### src/rtl/uart_modem_ctrl.sv
// uart_modem_ctrl: modem pad synchronisers, 16550-style MSR with sticky
// clear-on-read delta bits, loopback routing and modem-status interrupt.
module uart_modem_ctrl #(
  parameter int SYNC_STAGES = 2
) (
  input  logic       wb_clk_i,
  input  logic       wb_rst_i,
  input  logic [4:0] mcr_i,
  input  logic       msr_rd_i,
  input  logic       ms_ie_i,
  input  logic       cts_pad_i,
  input  logic       dsr_pad_i,
  input  logic       ri_pad_i,
  input  logic       dcd_pad_i,
  output logic       rts_pad_o,
  output logic       dtr_pad_o,
  output logic [7:0] msr_o,
  output logic       ms_int_o
);
  logic [3:0] sync_q [SYNC_STAGES];
  logic [3:0] pads, mux, ev;
  logic       loop;
  assign loop = mcr_i[4];
  assign pads = {dcd_pad_i, ri_pad_i, dsr_pad_i, cts_pad_i};
  // loopback takes {OUT2,OUT1,DTR,RTS} straight from MCR, bypassing the synchronisers
  assign mux = loop ? {mcr_i[3], mcr_i[2], mcr_i[0], mcr_i[1]} : ~sync_q[SYNC_STAGES-1];
  // TERI only fires on the trailing edge of ring (RI status 1 -> 0)
  assign ev = {mux[3] ^ msr_o[7], msr_o[6] & ~mux[2], mux[1] ^ msr_o[5], mux[0] ^ msr_o[4]};
  assign ms_int_o = ms_ie_i & |msr_o[3:0];
  always_ff @(posedge wb_clk_i or posedge wb_rst_i) begin
    if (wb_rst_i) begin
      for (int i = 0; i < SYNC_STAGES; i++) sync_q[i] <= '1;
      msr_o     <= '0;
      rts_pad_o <= 1'b0;
      dtr_pad_o <= 1'b0;
    end else begin
      sync_q[0] <= pads;
      for (int i = 1; i < SYNC_STAGES; i++) sync_q[i] <= sync_q[i-1];
      msr_o     <= {mux, (msr_rd_i ? 4'h0 : msr_o[3:0]) | ev};
      rts_pad_o <= ~loop & mcr_i[1];
      dtr_pad_o <= ~loop & mcr_i[0];
    end
  end
endmodule

### config.mk
export PLATFORM = sky130hd
export DESIGN_NAME = uart_modem_ctrl
export DESIGN_NICKNAME = d
export VERILOG_FILES = /design/src/rtl/uart_modem_ctrl.sv
export SDC_FILE = /design/constraint.sdc
export NUM_CORES = 1
export LEC_CHECK = 0
export ABC_AREA = 1
export CORE_MARGIN = 2
export CORE_UTILIZATION = 35
export CTS_CLUSTER_SIZE = 40
export DETAILED_ROUTE_END_ITERATION = 6
export GPL_ROUTABILITY_DRIVEN = 0
export PLACE_DENSITY = 0.65
export SLEW_MARGIN = 20
export SYNTH_ARGS = -nofsm -noshare
export SYNTH_HDL_FRONTEND = slang
export SYNTH_SLANG_ARGS = --single-unit
### constraint.sdc
create_clock -name wb_clk_i -period 1.2 [get_ports wb_clk_i]
set_clock_uncertainty 0.15 [all_clocks]
set_input_delay 0.24 -clock wb_clk_i [delete_from_list [all_inputs] [get_ports wb_clk_i]]
set_output_delay 0.24 -clock wb_clk_i [all_outputs]
set_load 0.02 [all_outputs]
======== Yosys cells after proc, flatten, opt, wreduce, memory -nomap -nowiden ========
Cells that the tools add are included.
word-level totals
  register bits ........................... 18
  output and inout port bits .............. 11
  word-level logic and storage cells ...... 19
  input bits .............................. 13
cells by class
  bitwise gates (word level) .............. 11
  mux-type cells .......................... 2
  reductions and logical operators ........ 1
operators by type and width
  cell                count
  4-bit 2-to-1 mux    2
  1-bit AND           4
  4-bit inverter      1
  4-bit OR            1
  4-bit OR reduction  1
  1-bit XOR           3
  1-bit inverter      2

======== Logic depth before layout (Yosys ltp) ========
Gate-level depths: netlist (run 1).
  depth in word-level cells ............... 5
  depth in mapped cells ................... 5
  gate-level depth less buffers ........... 4

======== Least setup slack after synthesis (run 1) ========
OpenSTA, ideal clock, no wires.
  path kind ............................... register to output
  start point ............................. register msr_o[2]
  end point ............................... output port ms_int_o
  stages on the path, launching flop included .. 3
  arrival ................................. 1032 ps
  data required time ...................... 810 ps
  path slack .............................. -222 ps
  cell sequence ........................... dfrtp_1 -> nor2_1 -> a21boi_0
on the way
  word-level cells in the longest chain between the ends .. 2
RTL lines
  element                 RTL line  RTL
  start, declared         17        output logic [7:0] msr_o,
  start signal, assigned  39        msr_o <= {mux, (msr_rd_i ? 4'h0 : msr_o[3:0]) | ev};
  4-bit OR reduction      29        assign ms_int_o = ms_ie_i & |msr_o[3:0];
  1-bit AND               29
  end, declared           18        output logic ms_int_o
Every way passes these cells.

======== Worst setup path in the final report (run 1) ========
  start point ............................. register msr_o[1]
  end point ............................... output port ms_int_o
Same word-level chain as after synthesis.

==> impl_metrics.csv, run 1 <==
group,metric,value,unit
placed_design,quantity_of_i_o_buffers_inserted_on_ports,23,
floorplanning,floorplan.rows,16,
final_layout,layout.nets,122,
worst_setup_path,r2r_cells,5,
placed_design,placed_cells_incl_taps,127,
detailed_routing,vias_per_cell,4.23,
worst_setup_path,path_max_fanout,2,
sta,worst_pin_slew,0.119,ns
synthesis,yosys.cell_types.count,13,
grt,largest_net_degree_at_the_start_of_global_routing,19,
grt,grtUsageTotal,0.143,
power,static-leakage-power,0.587,nW
power,power.ir.vdd_worst,865,uV
status,violated_checks,"negative setup slack",
worst_setup_path,critPathRequiredTime,0.81,ns
sta,final-max-slew-violation-count,0,
clock_network,root_buffer,"clkbuf_4",
clock_network,cts-root-to-sink-buffers,2,
synthesis,synthXorXnorAreaFrac,0,
floorplanning,die_height,49.7,um
worst_setup_path,crit_arrival,1.02,ns
synthesis,number_of_warning_messages_in_the_yosys_log,0,
worst_setup_path,crit_path_end_kind,"output pin",
floorplanning,core_region_area,1960,sq um
clock_network,tritoncts_num_sinks,18,
clock_network,h-tree-depth,1,
clock_network,cts_buffer_count,3,
worst_setup_path,ws_path_type,"register to output pin",
synthesis,netlist_instances,67,
detailed_routing,drt-total-wl,1430,um
grt,vias_in_the_first_global_route,640,
final_layout,post_route_cells_drive_above_1_share,0.500,
detailed_routing,route.vias.total,571,
worst_setup_path,critPathLaunchType,"register",
run,number_of_maximum_capacitance_constraint_violations,0,
sta,finalWorstPathRequiredPeriod,1.41,ns
final_layout,final_cell_mix,"16 x nand2_1, 13 x buf_4, 12 x clkdlybuf4s50_1",
final_layout,final_cell_count_without_fillers,135,
clock_network,cts.reportedPaths.clkPinSlew,0.10,ns
worst_hold_path,holdCritPathClass,"input pin to asynchronous set/reset pin",
detailed_routing,drt-pass1-iter-count,4,
status,run_status,"finished, violations left",
floorplanning,count_of_pins_on_the_block_boundary,24,
synthesis,portion_of_netlist_area_occupied_by_mux_cells,0,
sta,grt_setup_unrepaired,"true",
final_layout,signed_area_change_from_the_synthesized_netlist_to_the_final_layout,61.5,%
grt,grt_remaining_overflow,0,
final_layout,final.fill_count,188,
detailed_routing,routedWlPerCell,10.6,um
synthesis,synth_top_family_by_area,"simple AND/OR/NAND/NOR gates",
synthesis,synth_nets,80,
grt,grt_pass1_wl,2610,um
sta,report.final.hold_viol_count,0,
detailed_routing,antenna_violating_nets_post_route,0,
sta,max_freq,711,MHz
floorplanning,fp.dieW,49.7,um
final_layout,footprint_of_the_multi_input_gates,223,sq um
synthesis,post_synth_instance_area,731,sq um
detailed_routing,post-route-drc-count,0,
synthesis,synth_simple_gate_area_share,0.283,
synthesis,compound_gate_fraction_of_synth_area,0.0103,
power,cellPowerDensity,1190,nW/um^2
floorplanning,initial_utilization,0.372,
synthesis,ys_seq_area_frac,0.630,
sta,min_period_over_period,1.17,
power,design_power_total,1.40,mW
grt,grt_antenna_before_repair,0,
synthesis,syn_area_per_cell,10.9,sq um
sta,timing.final.ws_setup,-0.207,ns
placed_design,dp_hpwl,1040,um
final_layout,most_common_cell_after_layout_fill_and_taps_aside,"nand2_1",
sta,timing.max_slew.rel_slack,0.921,
clock_network,tritoncts_clock_tree,"yes",
final_layout,antenna-diode-count,0,
final_layout,ff_latch_area,460,sq um
sta,setup_viol_count_final,10,
clock_network,clk_latency,0.29,ns
floorplanning,floorplan.die_area,2470,sq um
synthesis,synthAdderAreaFrac,0,
detailed_routing,drt-initial-drc-count,3,
synthesis,synth-seq-cells,18,
==> critical path: stages, from the launching register on <==
cell	delay [ns]
dfrtp_1	0.41
nor2_2	0.12
a21boi_2	0.06
buf_6	0.13
==> kinds of logic after synthesis <==
group,Yosys count
simple gates,37
flops,18
buf+inv,11
compound gates,1
==> metal layers <==
layer | global-route usage | vias to the layer above | wire (um)
met5 | 0 | - | 0
met4 | 0.0602 | 0 | 38
met3 | 0.0545 | 5 | 108
met2 | 0.271 | 26 | 734
met1 | 0.135 | 254 | 544
li1 | - | 286 | -
==> through the flow <==
step                hold WS [ns]  area, sq um  setup slack [ns]  TNS (ns)  utilization
detailed placement         0.197         1090            -0.624     -3.65        0.558
global placement           0.196         1090            -0.614     -3.40        0.558
finish                    0.0823         1180            -0.207    -0.959        0.601
global route              0.0931         1180            -0.258     -1.51        0.601
CTS                       0.0849         1170            -0.218    -0.988        0.596
floorplan                 0.0227          734            0.0213         0            -
==> cells in the mapped netlist <==
library cell	count	area share
inv_1	9	0.046
nand2_4	1	0.015
nand3b_1	3	0.031
nand2_1	16	0.082
dfstp_2	8	0.29
buf_6	1	0.015
nand2_2	6	0.051
dfrtp_1	10	0.34
nand3_1	2	0.014
nand3_2	5	0.068
nor2_1	4	0.021
a21boi_0	1	0.010
inv_8	1	0.015
==> where the power goes <==
part           switching (mW)  internal (mW)
sequential             0.0267          0.662
combinational           0.152          0.191
clock                   0.185          0.185
total                   0.364           1.04
==> flip-flops by register name, summed over array words and instances, names as in the netlist <==
name	flops
sync_q	8
dtr_pad_o	1
msr_o	8
rts_pad_o	1
==> final cells by class <==
type,instances,share of cell area
sequential,18,0.390
timing repair buffer,38,0.323
tap,27,0.0286
clock buffer,4,0.0308
multi-input combinational,38,0.189
inverter,10,0.0382
==> final timing paths <==
path / endpoint / startpoint / slack (ns)
worst max-delay path: ms_int_o / msr_o[1] / -0.21
worst min-delay path: msr_o[5] / wb_rst_i / 0.08
worst max register to register: msr_o[3] / msr_o[7] / 0.01
worst min register to register: sync_q[0] / sync_q[4] / 0.20
max in group asynchronous: sync_q[1] / wb_rst_i / 0.60
min in group wb_clk_i: sync_q[5] / dsr_pad_i / 0.19
==> what timing repair did <==
| item | in CTS | in global routing |
|---|---|---|
| pin swaps | 1 | 2 |
| hold buffers | 0 | 0 |
| endpoints found under the setup margin | 11 | 11 |
| resized for setup | 67 | 1 |
| buffers inserted | 3 | 1 |
| endpoints found under the hold margin | 0 | 0 |
(Power assumes the default switching activity.)
==> inputs of run 2 (changes only) <==
--- a/config.mk
+++ b/config.mk
@@ -6,7 +6,6 @@
 export NUM_CORES = 1
 export LEC_CHECK = 0
 export ABC_AREA = 1
-export CORE_MARGIN = 2
 export CORE_UTILIZATION = 35
 export CTS_CLUSTER_SIZE = 40
 export DETAILED_ROUTE_END_ITERATION = 6
==> run 2 against run 1 <==
Fmax grew 0.13%. First-iteration DRC count is the same. The flow still finishes with violations (negative setup slack). Final cell count shrank 1.5%. Sequential cell count is the same. Clock power grew 1%. Routed wire length shrank 9.3%. Total power shrank 0.29%. Sequential share of layout area grew 0.38 points. Register-to-register slack gained 0.16 ns.
==> impl_metrics.csv, run 2 (synthesized netlist as in run 1, its figures left out) <==
group,metric,value,unit
worst_setup_path,timing.rr.end,"msr_o[1]",
final_layout,largest_registers,"msr_o x8, sync_q x8",
floorplanning,count_of_pins_on_the_block_boundary,24,
grt,vias_in_the_first_global_route,487,
worst_setup_path,path_max_fanout,2,
clock_network,h-tree-depth,1,
sta,finalWorstPathRequiredPeriod,1.41,ns
clock_network,cts.reportedPaths.clkPinSlew,0.11,ns
worst_setup_path,rr_startpoint,"sync_q[1]",
detailed_routing,post-route-drc-count,0,
final_layout,final_cell_area,1170,sq um
sta,grt_setup_unrepaired,"true",
run,number_of_maximum_capacitance_constraint_violations,0,
clock_network,clk_latency,0.29,ns
final_layout,final_cell_mix,"16 x nand2_1, 12 x clkdlybuf4s50_1, 12 x buf_6",
floorplanning,die_height,47.7,um
clock_network,root_buffer,"clkbuf_4",
detailed_routing,vias_per_cell,4.18,
status,run_status,"finished, violations left",
worst_setup_path,critPathLaunchType,"register",
sta,timing.final.ws_setup,-0.206,ns
power,static-leakage-power,0.578,nW
power,cellPowerDensity,1200,nW/um^2
placed_design,post-place-ws,-0.625,ns
worst_setup_path,endpoint,"ms_int_o",
grt,grt_antenna_before_repair,0,
final_layout,most_common_cell_after_layout_fill_and_taps_aside,"nand2_1",
detailed_routing,route.vias.total,556,
worst_hold_path,holdCritPathClass,"input pin to asynchronous set/reset pin",
final_layout,layout.nets,120,
sta,max_freq,711,MHz
floorplanning,core_region_area,1960,sq um
floorplanning,floorplan.die_area,2270,sq um
sta,timing.hold.ws,0.0933,ns
grt,grtUsageTotal,0.126,
worst_setup_path,crit_arrival,1.02,ns
grt,grt_pass1_wl,1950,um
detailed_routing,drt-total-wl,1290,um
detailed_routing,drt-pass1-iter-count,2,
floorplanning,fp.dieW,47.7,um
clock_network,tritoncts_num_sinks,18,
worst_setup_path,r2r_slack,0.17,ns
power,power.ir.vdd_worst,706,uV
sta,setup_viol_count_final,9,
sta,worst_pin_slew,0.116,ns
sta,timing.max_slew.rel_slack,0.922,
floorplanning,initial_utilization,0.372,
clock_network,cts_buffer_count,3,
worst_setup_path,cp-startpoint,"msr_o[0]",
grt,grt_remaining_overflow,0,
sta,min_period_over_period,1.17,
detailed_routing,drt-initial-drc-count,3,
final_layout,antenna-diode-count,0,
worst_setup_path,crit_path_end_kind,"output pin",
worst_setup_path,ws_path_type,"register to output pin",
final_layout,final_cell_count_without_fillers,133,
placed_design,placed_cells_incl_taps,127,
placed_design,dp_hpwl,997,um
clock_network,tritoncts_clock_tree,"yes",
detailed_routing,antenna_violating_nets_post_route,0,
final_layout,finish.utilization,0.596,
status,violated_checks,"negative setup slack",
clock_network,cts-root-to-sink-buffers,2,
worst_setup_path,r2r_cells,4,
sta,final-max-slew-violation-count,0,
worst_setup_path,critPathRequiredTime,0.81,ns
sta,report.final.hold_viol_count,0,
placed_design,dpl_cell_area,1090,sq um
detailed_routing,routedWlPerCell,9.72,um
final_layout,post_route_cells_drive_above_1_share,0.491,
placed_design,quantity_of_i_o_buffers_inserted_on_ports,23,
clock_network,post_cts_hold_buffers,0,
floorplanning,floorplan.rows,16,
grt,largest_net_degree_at_the_start_of_global_routing,19,
final_layout,signed_area_change_from_the_synthesized_netlist_to_the_final_layout,59.9,%
-- run 2: changes by cell type in the layout (fill, tap and decap cells not counted), sizes merged --
| cell | previous run | this run |
|---|---|---|
| buf | 26 | 24 |
-- run 2: layer usage --
metal	vias to the layer above	part of all wire	global-route usage
met2	18	0.49	0.211
met4	0	0.0070	0.0500
li1	282	-	-
met5	-	0	0
met3	2	0.068	0.0302
met1	254	0.43	0.157
-- run 2: worst min-delay path by stage --
stage                            to  depth (start not counted)
after global placement    sync_q[2]                          0
after floorplan           dtr_pad_o                          1
after global routing       msr_o[5]                          3
final                      msr_o[5]                          3
after CTS                  msr_o[5]                          3
after detailed placement  sync_q[3]                          0
-- run 2: through the flow --
stage	setup TNS (ns)	power, mW
after floorplan	0	0.830
after CTS	-0.888	1.41
after detailed placement	-3.67	1.01
after global placement	-3.39	1.00
final	-0.817	1.40
after global routing	-1.16	1.46
-- run 2: power by group --
| part | internal (mW) | switching, mW |
|---|---|---|
| Sequential | 0.662 | 0.0261 |
| Combinational | 0.188 | 0.147 |
| Clock | 0.185 | 0.190 |
-- run 2: area by class of cell --
type / instances / area [sq um]
fill: 178 / 793
sequential: 18 / 460
timing repair buffer: 36 / 370
multi-input combinational: 38 / 223
inverter: 10 / 45.0
clock buffer: 4 / 36.3
tap: 27 / 33.8
-- run 2: timing repair --
item / 4_1_cts / 5_1_grt
endpoints found under the setup margin: 11 / 11
setup buffers: 2 / 0
pin swaps: 2 / 1
resized for setup: 69 / 0
-- run 2: critical path: stages, from the launching register on --
cell	delay [ns]
dfrtp_1	0.41
nor2_2	0.12
a21boi_2	0.06
buf_6	0.13
==> inputs of run 3 (changes only) <==
--- a/config.mk
+++ b/config.mk
@@ -6,12 +6,12 @@
 export NUM_CORES = 1
 export LEC_CHECK = 0
 export ABC_AREA = 1
-export CORE_UTILIZATION = 35
+export CORE_UTILIZATION = 42
 export CTS_CLUSTER_SIZE = 40
 export DETAILED_ROUTE_END_ITERATION = 6
 export GPL_ROUTABILITY_DRIVEN = 0
-export PLACE_DENSITY = 0.65
-export SLEW_MARGIN = 20
+export PLACE_DENSITY = 0.75
+export SLEW_MARGIN = 40
 export SYNTH_ARGS = -nofsm -noshare
 export SYNTH_HDL_FRONTEND = slang
 export SYNTH_SLANG_ARGS = --single-unit
==> run 3 against run 2 <==
The flow finishes with violations (design-rule violations, negative setup slack). Fmax down 0.19%. Final area down 1.4%. Combinational power up 4%. Routed wire length up 8.0%. Sequential cell count unchanged. Sequential share of layout area up 0.56 points. Worst setup slack worse by 0.0026 ns. Via count up 4.1%. Worst hold slack better by 0.010 ns. First-iteration DRC count up 130%. Global-route usage up 3.8 points. Critical endpoint unchanged.
==> impl_metrics.csv, run 3 (synthesized netlist as in run 1, its figures left out) <==
group,metric,value,unit
detailed_routing,vias_per_cell,4.71,
floorplanning,die_height,43.7,um
detailed_routing,drt-initial-drc-count,7,
final_layout,largest_registers,"msr_o x8, sync_q x8",
final_layout,final_cell_count_without_fillers,123,
sta,finalWorstPathRequiredPeriod,1.41,ns
run,number_of_maximum_capacitance_constraint_violations,0,
detailed_routing,drt-total-wl,1400,um
sta,min_period_over_period,1.17,
final_layout,antenna-diode-count,0,
worst_setup_path,path_max_fanout,2,
floorplanning,core_region_area,1560,sq um
placed_design,quantity_of_i_o_buffers_inserted_on_ports,23,
clock_network,tritoncts_num_sinks,18,
clock_network,root_buffer,"clkbuf_4",
detailed_routing,route.vias.total,579,
placed_design,dp_hpwl,983,um
worst_setup_path,ws_path_type,"register to output pin",
placed_design,placed_cells_incl_taps,114,
sta,worst_pin_slew,0.115,ns
sta,report.final.hold_viol_count,0,
sta,setup_viol_count_final,9,
final_layout,final_cell_mix,"16 x nand2_1, 13 x buf_4, 12 x clkdlybuf4s50_1",
grt,vias_in_the_first_global_route,545,
detailed_routing,routedWlPerCell,11.3,um
sta,grt_setup_unrepaired,"true",
grt,grt_pass1_wl,2170,um
worst_setup_path,crit_path_end_kind,"output pin",
clock_network,cts.reportedPaths.clkPinSlew,0.09,ns
detailed_routing,post-route-drc-count,2,
power,static-leakage-power,0.580,nW
floorplanning,fp.dieW,43.7,um
power,cellPowerDensity,1150,nW/um^2
sta,timing.max_slew.rel_slack,0.923,
grt,grtUsageTotal,0.164,
final_layout,layout.nets,122,
clock_network,h-tree-depth,1,
final_layout,signed_area_change_from_the_synthesized_netlist_to_the_final_layout,57.7,%
final_layout,post_route_cells_drive_above_1_share,0.495,
clock_network,cts_buffer_count,3,
worst_setup_path,critPathLaunchType,"register",
floorplanning,floorplan.rows,14,
worst_hold_path,holdCritPathClass,"input pin to asynchronous set/reset pin",
sta,setup_tns,-0.796,ns
grt,largest_net_degree_at_the_start_of_global_routing,19,
status,violated_checks,"design-rule violations, negative setup slack",
power,power.ir.vdd_worst,1020,uV
sta,max_freq,710,MHz
floorplanning,floorplan.die_area,1910,sq um
detailed_routing,antenna_violating_nets_post_route,0,
sta,timing.final.ws_setup,-0.208,ns
clock_network,post_cts_hold_buffers,0,
worst_setup_path,r2r_slack,0.07,ns
clock_network,tritoncts_clock_tree,"yes",
final_layout,most_common_cell_after_layout_fill_and_taps_aside,"nand2_1",
worst_setup_path,crit_arrival,1.02,ns
sta,final-max-slew-violation-count,0,
worst_setup_path,critPathRequiredTime,0.81,ns
grt,grt_antenna_before_repair,0,
clock_network,cts-root-to-sink-buffers,2,
clock_network,clk_latency,0.29,ns
floorplanning,count_of_pins_on_the_block_boundary,24,
grt,grt_remaining_overflow,0,
floorplanning,initial_utilization,0.469,
sta,timing.hold.ws,0.103,ns
status,run_status,"finished, violations left",
detailed_routing,drt-pass1-iter-count,6,
==> run 3: changes by cell type in the layout (fill, tap and decap cells not counted) <==
cell      delta
clkbuf_8     -1
buf_6        -1
buf_4        +3
==> run 3: worst paths after layout <==
check,start,to,depth (start not counted)
setup / recovery,msr_o[3],ms_int_o,3
setup reg to reg,msr_o[6],msr_o[2],5
max in group asynchronous,wb_rst_i,sync_q[3],3
hold reg to reg,sync_q[7],sync_q[3],0
min in group wb_clk_i,dsr_pad_i,sync_q[5],1
hold / removal,wb_rst_i,msr_o[4],3
==> run 3: worst max-delay path: stages (launching register included) <==
cell	delay, ns
dfrtp_1	0.39
nor2_2	0.13
a21boi_2	0.06
buf_4	0.15
==> run 3: repair_timing <==
item	in CTS	in global routing
gates resized for setup	66	2
gates cloned	0	0
buffers inserted	3	3
endpoints found under the setup margin	11	11
hold endpoints to repair	0	0
pin swaps	2	0
==> run 3: layer usage <==
| layer | global-route usage | routed length (um) | vias up |
|---|---|---|---|
| li1 | - | - | 288 |
| met1 | 0.151 | 533 | 268 |
| met2 | 0.319 | 765 | 19 |
| met3 | 0.0375 | 63 | 4 |
| met4 | 0.0938 | 34 | 0 |
| met5 | 0 | 0 | - |
==> run 3: cell type report <==
| type | count | area (sq um) |
|---|---|---|
| Inverter | 10 | 45.0 |
| Clock buffer | 3 | 22.5 |
| Sequential cell | 18 | 460 |
| Fill cell | 110 | 407 |
| Tap cell | 16 | 20.0 |
| Timing Repair Buffer | 38 | 382 |
| Multi-Input combinational cell | 38 | 223 |
==> run 3: per-stage QoR <==
step	cell area [sq um]	utilization	worst slack [ns]	total power, mW
floorplan	734	-	0.0213	0.830
global placement	1070	0.684	-0.613	0.995
detailed placement	1070	0.684	-0.641	1.01
CTS	1120	0.721	-0.227	1.32
global route	1150	0.739	-0.266	1.38
finish	1150	0.739	-0.208	1.32
==> run 3: where the power goes <==
group | switching, mW | internal, mW
clock | 0.170 | 0.117
sequential | 0.0272 | 0.662
combinational | 0.152 | 0.195
total | 0.349 | 0.973
